==> src/rtl/adc_boxcar_decim_pkg.sv <==
// Shared constants and types for the two-stage boxcar decimator.
package adc_boxcar_decim_pkg;

  localparam int unsigned DECIM16_LOG2 = 4;

  typedef enum logic [1:0] {StPrime, StFirst, StSecond} pair_state_e;

  function automatic int unsigned acc_width(int unsigned data_w);
    return data_w + DECIM16_LOG2;
  endfunction

endpackage

==> src/rtl/boxcar_acc.sv <==
// Edge-gated 16:1 boxcar accumulator with saturating sample count and sticky underrun.
// DECIM_ROUND_EN selects round-half-up instead of floor for the window average.
module boxcar_acc
  import adc_boxcar_decim_pkg::*;
#(
  parameter int unsigned DATA_W = 12
) (
  input  logic              clk,
  input  logic              rst,
  input  logic              close,
  input  logic              check,
  input  logic [DATA_W-1:0] adc_data,
  input  logic              adc_valid,
  output logic [DATA_W-1:0] result,
  output logic              underrun
);

  localparam int unsigned AccW = acc_width(DATA_W);
  localparam logic [DECIM16_LOG2:0] CntFull = {1'b1, {DECIM16_LOG2{1'b0}}};

  logic signed [AccW-1:0] sum_q;
  logic signed [AccW-1:0] sample_ext;
  logic [DECIM16_LOG2:0]  cnt_q;

  assign sample_ext = {{DECIM16_LOG2{adc_data[DATA_W-1]}}, adc_data};

`ifdef DECIM_ROUND_EN
  // One guard bit so the rounding add cannot wrap before the shift.
  logic signed [AccW:0] sum_rnd;
  logic                 unused_rnd;
  assign sum_rnd    = {sum_q[AccW-1], sum_q} + {{(AccW-DECIM16_LOG2+1){1'b0}}, 1'b1,
                                                {(DECIM16_LOG2-1){1'b0}}};
  assign result     = sum_rnd[AccW-1:DECIM16_LOG2];
  assign unused_rnd = ^{sum_rnd[AccW], sum_rnd[DECIM16_LOG2-1:0]};
`else
  logic unused_low;
  assign result     = sum_q[AccW-1:DECIM16_LOG2];
  assign unused_low = ^sum_q[DECIM16_LOG2-1:0];
`endif

  always_ff @(posedge clk) begin
    if (rst) begin
      sum_q    <= '0;
      cnt_q    <= '0;
      underrun <= 1'b0;
    end else if (close) begin
      // A sample arriving with the edge seeds the next window.
      sum_q <= adc_valid ? sample_ext : '0;
      cnt_q <= {{DECIM16_LOG2{1'b0}}, adc_valid};
      if (check && (cnt_q < CntFull)) underrun <= 1'b1;
    end else if (adc_valid) begin
      sum_q <= sum_q + sample_ext;
      if (cnt_q < CntFull) cnt_q <= cnt_q + 1'b1;
    end
  end

endmodule

==> src/rtl/adc_boxcar_decim.sv <==
// Two-stage boxcar decimator: 16:1 window average and 32:1 pair average with handshake.
// DECIM_ROUND_EN selects round-half-up in both stages; default is floor.
module adc_boxcar_decim
  import adc_boxcar_decim_pkg::*;
#(
  parameter int unsigned DATA_W = 12
) (
  input  logic              clk,
  input  logic              rst,
  input  logic              clk_div_16,
  input  logic              clk_div_32,
  input  logic [DATA_W-1:0] adc_data,
  input  logic              adc_valid,
  output logic [DATA_W-1:0] dec16_data,
  output logic              dec16_valid,
  output logic [DATA_W-1:0] dec32_data,
  output logic              dec32_valid,
  input  logic              dec32_ready,
  output logic              underrun,
  output logic              overflow
);

  logic              prev16_q, prev32_q;
  logic              e16, e32, emit;
  pair_state_e       state_q;
  logic [DATA_W-1:0] half_a_q, half_b_q, win_result;
  logic              pair_pend_q;
  logic [DATA_W:0]   pair_sum;
  logic [DATA_W-1:0] pair_avg;
  logic              unused_pair_lsb;

  assign e16 = clk_div_16 & ~prev16_q;
  assign e32 = clk_div_32 & ~prev32_q;

  // Only closes that complete a real pair slot produce output or count toward underrun.
  assign emit = e16 & (((state_q == StFirst) & ~e32) | (state_q == StSecond));

`ifdef DECIM_ROUND_EN
  assign pair_sum = {half_a_q[DATA_W-1], half_a_q} + {half_b_q[DATA_W-1], half_b_q}
                    + {{DATA_W{1'b0}}, 1'b1};
`else
  assign pair_sum = {half_a_q[DATA_W-1], half_a_q} + {half_b_q[DATA_W-1], half_b_q};
`endif
  assign pair_avg        = pair_sum[DATA_W:1];
  assign unused_pair_lsb = pair_sum[0];

  boxcar_acc #(
    .DATA_W (DATA_W)
  ) u_acc (
    .clk       (clk),
    .rst       (rst),
    .close     (e16),
    .check     (emit),
    .adc_data  (adc_data),
    .adc_valid (adc_valid),
    .result    (win_result),
    .underrun  (underrun)
  );

  always_ff @(posedge clk) begin
    if (rst) begin
      prev16_q    <= 1'b1;
      prev32_q    <= 1'b1;
      state_q     <= StPrime;
      half_a_q    <= '0;
      half_b_q    <= '0;
      pair_pend_q <= 1'b0;
      dec16_data  <= '0;
      dec16_valid <= 1'b0;
      dec32_data  <= '0;
      dec32_valid <= 1'b0;
      overflow    <= 1'b0;
    end else begin
      prev16_q    <= clk_div_16;
      prev32_q    <= clk_div_32;
      dec16_valid <= emit;
      if (emit) dec16_data <= win_result;
      pair_pend_q <= 1'b0;

      if (e16) begin
        unique case (state_q)
          StPrime: if (e32) state_q <= StFirst;
          StFirst: begin
            // e32 here means phase was lost: discard and wait for the next half A.
            if (!e32) begin
              half_a_q <= win_result;
              state_q  <= StSecond;
            end
          end
          StSecond: begin
            if (e32) begin
              half_b_q    <= win_result;
              pair_pend_q <= 1'b1;
              state_q     <= StFirst;
            end else begin
              half_a_q <= win_result;
            end
          end
          default: state_q <= StPrime;
        endcase
      end

      if (dec32_valid && dec32_ready) dec32_valid <= 1'b0;
      if (pair_pend_q) begin
        if (!dec32_valid || dec32_ready) begin
          dec32_data  <= pair_avg;
          dec32_valid <= 1'b1;
        end else begin
          overflow <= 1'b1;
        end
      end
    end
  end

endmodule

==> config.mk <==
export PLATFORM = sky130hd
export DESIGN_NAME = adc_boxcar_decim
export DESIGN_NICKNAME = d
export VERILOG_FILES = /design/src/rtl/adc_boxcar_decim_pkg.sv /design/src/rtl/boxcar_acc.sv /design/src/rtl/adc_boxcar_decim.sv
export SDC_FILE = /design/constraint.sdc
export NUM_CORES = 1
export LEC_CHECK = 0
export ABC_AREA = 1
export BUFFER_PORTS_ARGS = -buffer_cell sky130_fd_sc_hd__buf_2
export CORE_UTILIZATION = 62
export CTS_BUF_LIST = sky130_fd_sc_hd__clkbuf_8 sky130_fd_sc_hd__clkbuf_16
export CTS_CLUSTER_SIZE = 28
export DETAILED_ROUTE_END_ITERATION = 10
export PLACE_DENSITY = 0.87
export RECOVER_POWER = 50
export SLEW_MARGIN = 10
export SYNTH_ARGS = -nofsm -noshare
export SYNTH_HDL_FRONTEND = slang
export SYNTH_SLANG_ARGS = --single-unit
==> constraint.sdc <==
create_clock -name clk -period 3.4 [get_ports clk]
set_input_delay 0.34 -clock clk [delete_from_list [all_inputs] [get_ports clk]]
set_output_delay 0.34 -clock clk [all_outputs]
set_load 0.05 [all_outputs]
==> results.py <==
metrics = {
    "status": {
        "outcome": "finished, violations left",
        "violations": "capacitance limit, slew limit",
    },
    "die": {
        "die_h_um": 87.0,
        "coreArea_sq_mm": 0.00691,
        "dieArea_sq_mm": 0.00757,
        "fp-row-count": 30,
        "ios": 46,
        "initial_core_util_pct": 64.9,
        "die_w_um": 87.0,
    },
    "timing": {
        "relSlewSlack_pct": -0.159,
        "fmax_mhz": 410,
        "setup_slack_ns": 0.960,
        "report.final.slew_viol_count": 30,
        "setup_violations": 0,
        "hold_violations": 0,
        "finalSetupTns_ns": 0,
        "worst_clock_skew_ns": 0.00565,
        "rsz0062_at_grt": "false",
        "period_share_pct": 71.8,
        "finalCriticalPeriod_ns": 2.44,
        "tightest_slew_ns": 1.50,
    },
    "synthesis": {
        "synth_nets": 699,
        "syn_inst": 649,
        "ys_top_cells_by_count": "144 x nand2_1, 98 x inv_1, 78 x dfxtp_1, 59 x nor2_1, 53 x a21oi_1",
        "synthTopCellsByArea": "dfxtp_1 35%, nand2_1 12%, ha_1 8.4%",
        "yosysTopAreaCell": "dfxtp_1",
        "ys.flop_type": "dfxtp_1",
        "synth_cell_type_count": 40,
        "synth_top_area_share_pct": 34.8,
        "synth-seq-cells": 78,
        "synth_area_per_cell_sq_um": 6.91,
        "synth_most_common_cell": "nand2_1",
        "synth_edf_count": 0,
        "ys_async_sr_fraction_pct": 0,
        "syn_area_sq_mm": 0.00448,
        "ys_seq_area_share_pct": 34.8,
        "yosysWarnings": 0,
    },
    "cts": {
        "cts_resized": 0,
        "cts_tree": "built",
        "clk_latency_ns": 0.35,
        "clockBufferDepth": 2,
        "cts_buffers": 9,
        "cts_sinks": 78,
        "postCtsHoldBufs": 0,
        "clkTransAtPathRegs_ns": 0.08,
        "htreeDepth": 3,
        "cts_setup_buffers": 0,
        "ctsRootBufferMaster": "clkbuf_8",
    },
    "routing": {
        "drc": 0,
        "postRouteAntennaNets": 0,
        "via_per_inst": 5.43,
        "drt-pass1-iter-count": 5,
        "wl_per_cell_um": 13.0,
        "drt_wl_total_mm": 10.3,
        "drt_iter0_drc": 249,
        "via_count": 4289,
    },
    "critical_path": {
        "cp.arrival_ns": 2.63,
        "crit_type": "in2reg",
        "cp_max_fo": 38,
        "cp.required_ns": 3.59,
        "end_kind": "flop",
        "reg2reg_depth": 6,
        "startpoint_type": "input port",
    },
    "global_route": {
        "grt_pass1_wl_mm": 17.5,
        "grt_overflow": 0,
        "grt_max_degree": 39,
        "antenna_found_initial": 0,
        "grt_use_total_pct": 29.3,
        "grt_pass1_vias": 4061,
    },
    "pwr": {
        "ir_worst_vdd_v": 0.000264,
        "power_mw": 1.96,
        "power-per-cell-area_mw_per_mm2": 403,
        "p_leak_nw": 2.39,
    },
    "placement": {
        "place.gp.congestion": 0.868,
        "post-dp-hpwl_mm": 7.59,
        "place_area_sq_mm": 0.00474,
        "port_buffers": 45,
        "pre_cts_slack_ns": 1.44,
    },
    "hold_path": {
        "min_path_type": "in2reg",
        "hold_depth": 3,
    },
    "layout": {
        "area_delta_synth_final_pct": 8.71,
        "n_antenna_cell": 0,
        "final_cell_area_sq_mm": 0.00487,
        "final_net_count": 740,
        "layout-drive-gt1-share_pct": 7.93,
    },
    "flow_run": {
        "drv_cap": 1,
    },
}
layer usage:
| metal | wire length, um | part of all wire [%] | GRT usage (%) |
|---|---|---|---|
| met1 | 4360 | 42 | 35.9 |
| met2 | 5000 | 49 | 50.2 |
| met3 | 665 | 6.5 | 5.59 |
| met4 | 239 | 2.3 | 12.4 |
| met5 | 0 | 0 | 0 |
sequential cells by signal (all words and copies together) (netlist names):
name and cells:
prev16_q 1, prev32_q 1, u_acc.cnt_q 5, dec16_valid 1, u_acc.underrun 1, dec32_valid 1
dec16_data 12, half_a_q 12, state_q 2, overflow 1, half_b_q 12, u_acc.sum_q 16
dec32_data 12, pair_pend_q 1
area by class of cell:
class,count,area [sq um]
timing repair buffer,46,196
clock buffer,9,124
tap,96,120
inverter,104,394
fill,612,2030
sequential,78,1560
multi-input combinational,451,2410
clock inverter,6,63.8
metrics by stage:
stage	instances	hold slack (ns)	utilization (%)
2_1_floorplan	649	0.436	-
3_3_place_gp	775	0.451	68.6
3_5_place_dp	775	0.453	68.6
4_1_cts	790	0.160	71.3
5_1_grt	790	0.188	70.5
6_report	790	0.168	70.5
kinds of logic (layout without fill, tap and decap cells):
family,count (synthesis),after routing,share of synthesized area [%]
xor gates and xnor gates,10,10,1.95
DFF,78,78,34.8
AOI/OAI and AO/OA,140,140,17.1
buffers and inverters,120,165,10.9
adders and majority gates,32,32,9.27
and+or+nand+nor,269,269,26.0
critical path: stages:
cell      delay, ns
clkbuf_1       1.07
clkinv_1       0.62
buf_4          0.41
o21ai_0        0.11
a31oi_1        0.07
where the power goes:
part / switching (mW) / total [mW] / internal [mW]
Sequential: 0.0170 / 0.954 / 0.937
Clock: 0.359 / 0.695 / 0.335
Combinational: 0.204 / 0.312 / 0.109
path summary, 6_finish.rpt:
path	from	endpoint	slack (ns)
max	rst	state_q[0]	0.96
min reg2reg	u_acc.sum_q[3]	u_acc.sum_q[3]	0.48
min	clk_div_32	prev32_q	0.17
max reg2reg	prev16_q	u_acc.underrun	1.08
layout by cell type, fill, tap and decap left out, types with 2 or more instances in the layout:
| cell type | netlist | final |
|---|---|---|
| a21oi_1 | 53 | 53 |
| a21oi_2 | 8 | 8 |
| a31oi_1 | 7 | 7 |
| buf_2 | 4 | 16 |
| clkbuf_1 | 7 | 29 |
| clkbuf_8 | 0 | 9 |
| clkinv_2 | 1 | 2 |
| dfxtp_1 | 78 | 78 |
| fa_1 | 2 | 2 |
| ha_1 | 30 | 30 |
| inv_1 | 98 | 99 |
| inv_2 | 3 | 3 |
| nand2_1 | 144 | 145 |
| nand2_2 | 3 | 2 |
| nand3_1 | 38 | 38 |
| nand3_2 | 2 | 2 |
| nand3b_1 | 3 | 3 |
| nand4_1 | 5 | 5 |
| nor2_1 | 59 | 60 |
| nor2_4 | 2 | 2 |
| nor3_1 | 4 | 4 |
| o211ai_1 | 2 | 2 |
| o21ai_0 | 39 | 46 |
| o21ai_1 | 24 | 17 |
| o21bai_1 | 4 | 4 |
| or2_1 | 2 | 2 |
| or2_2 | 2 | 2 |
| xnor2_1 | 3 | 3 |
| xor2_1 | 7 | 7 |
Note: power is estimated with default switching activity, not from simulation.
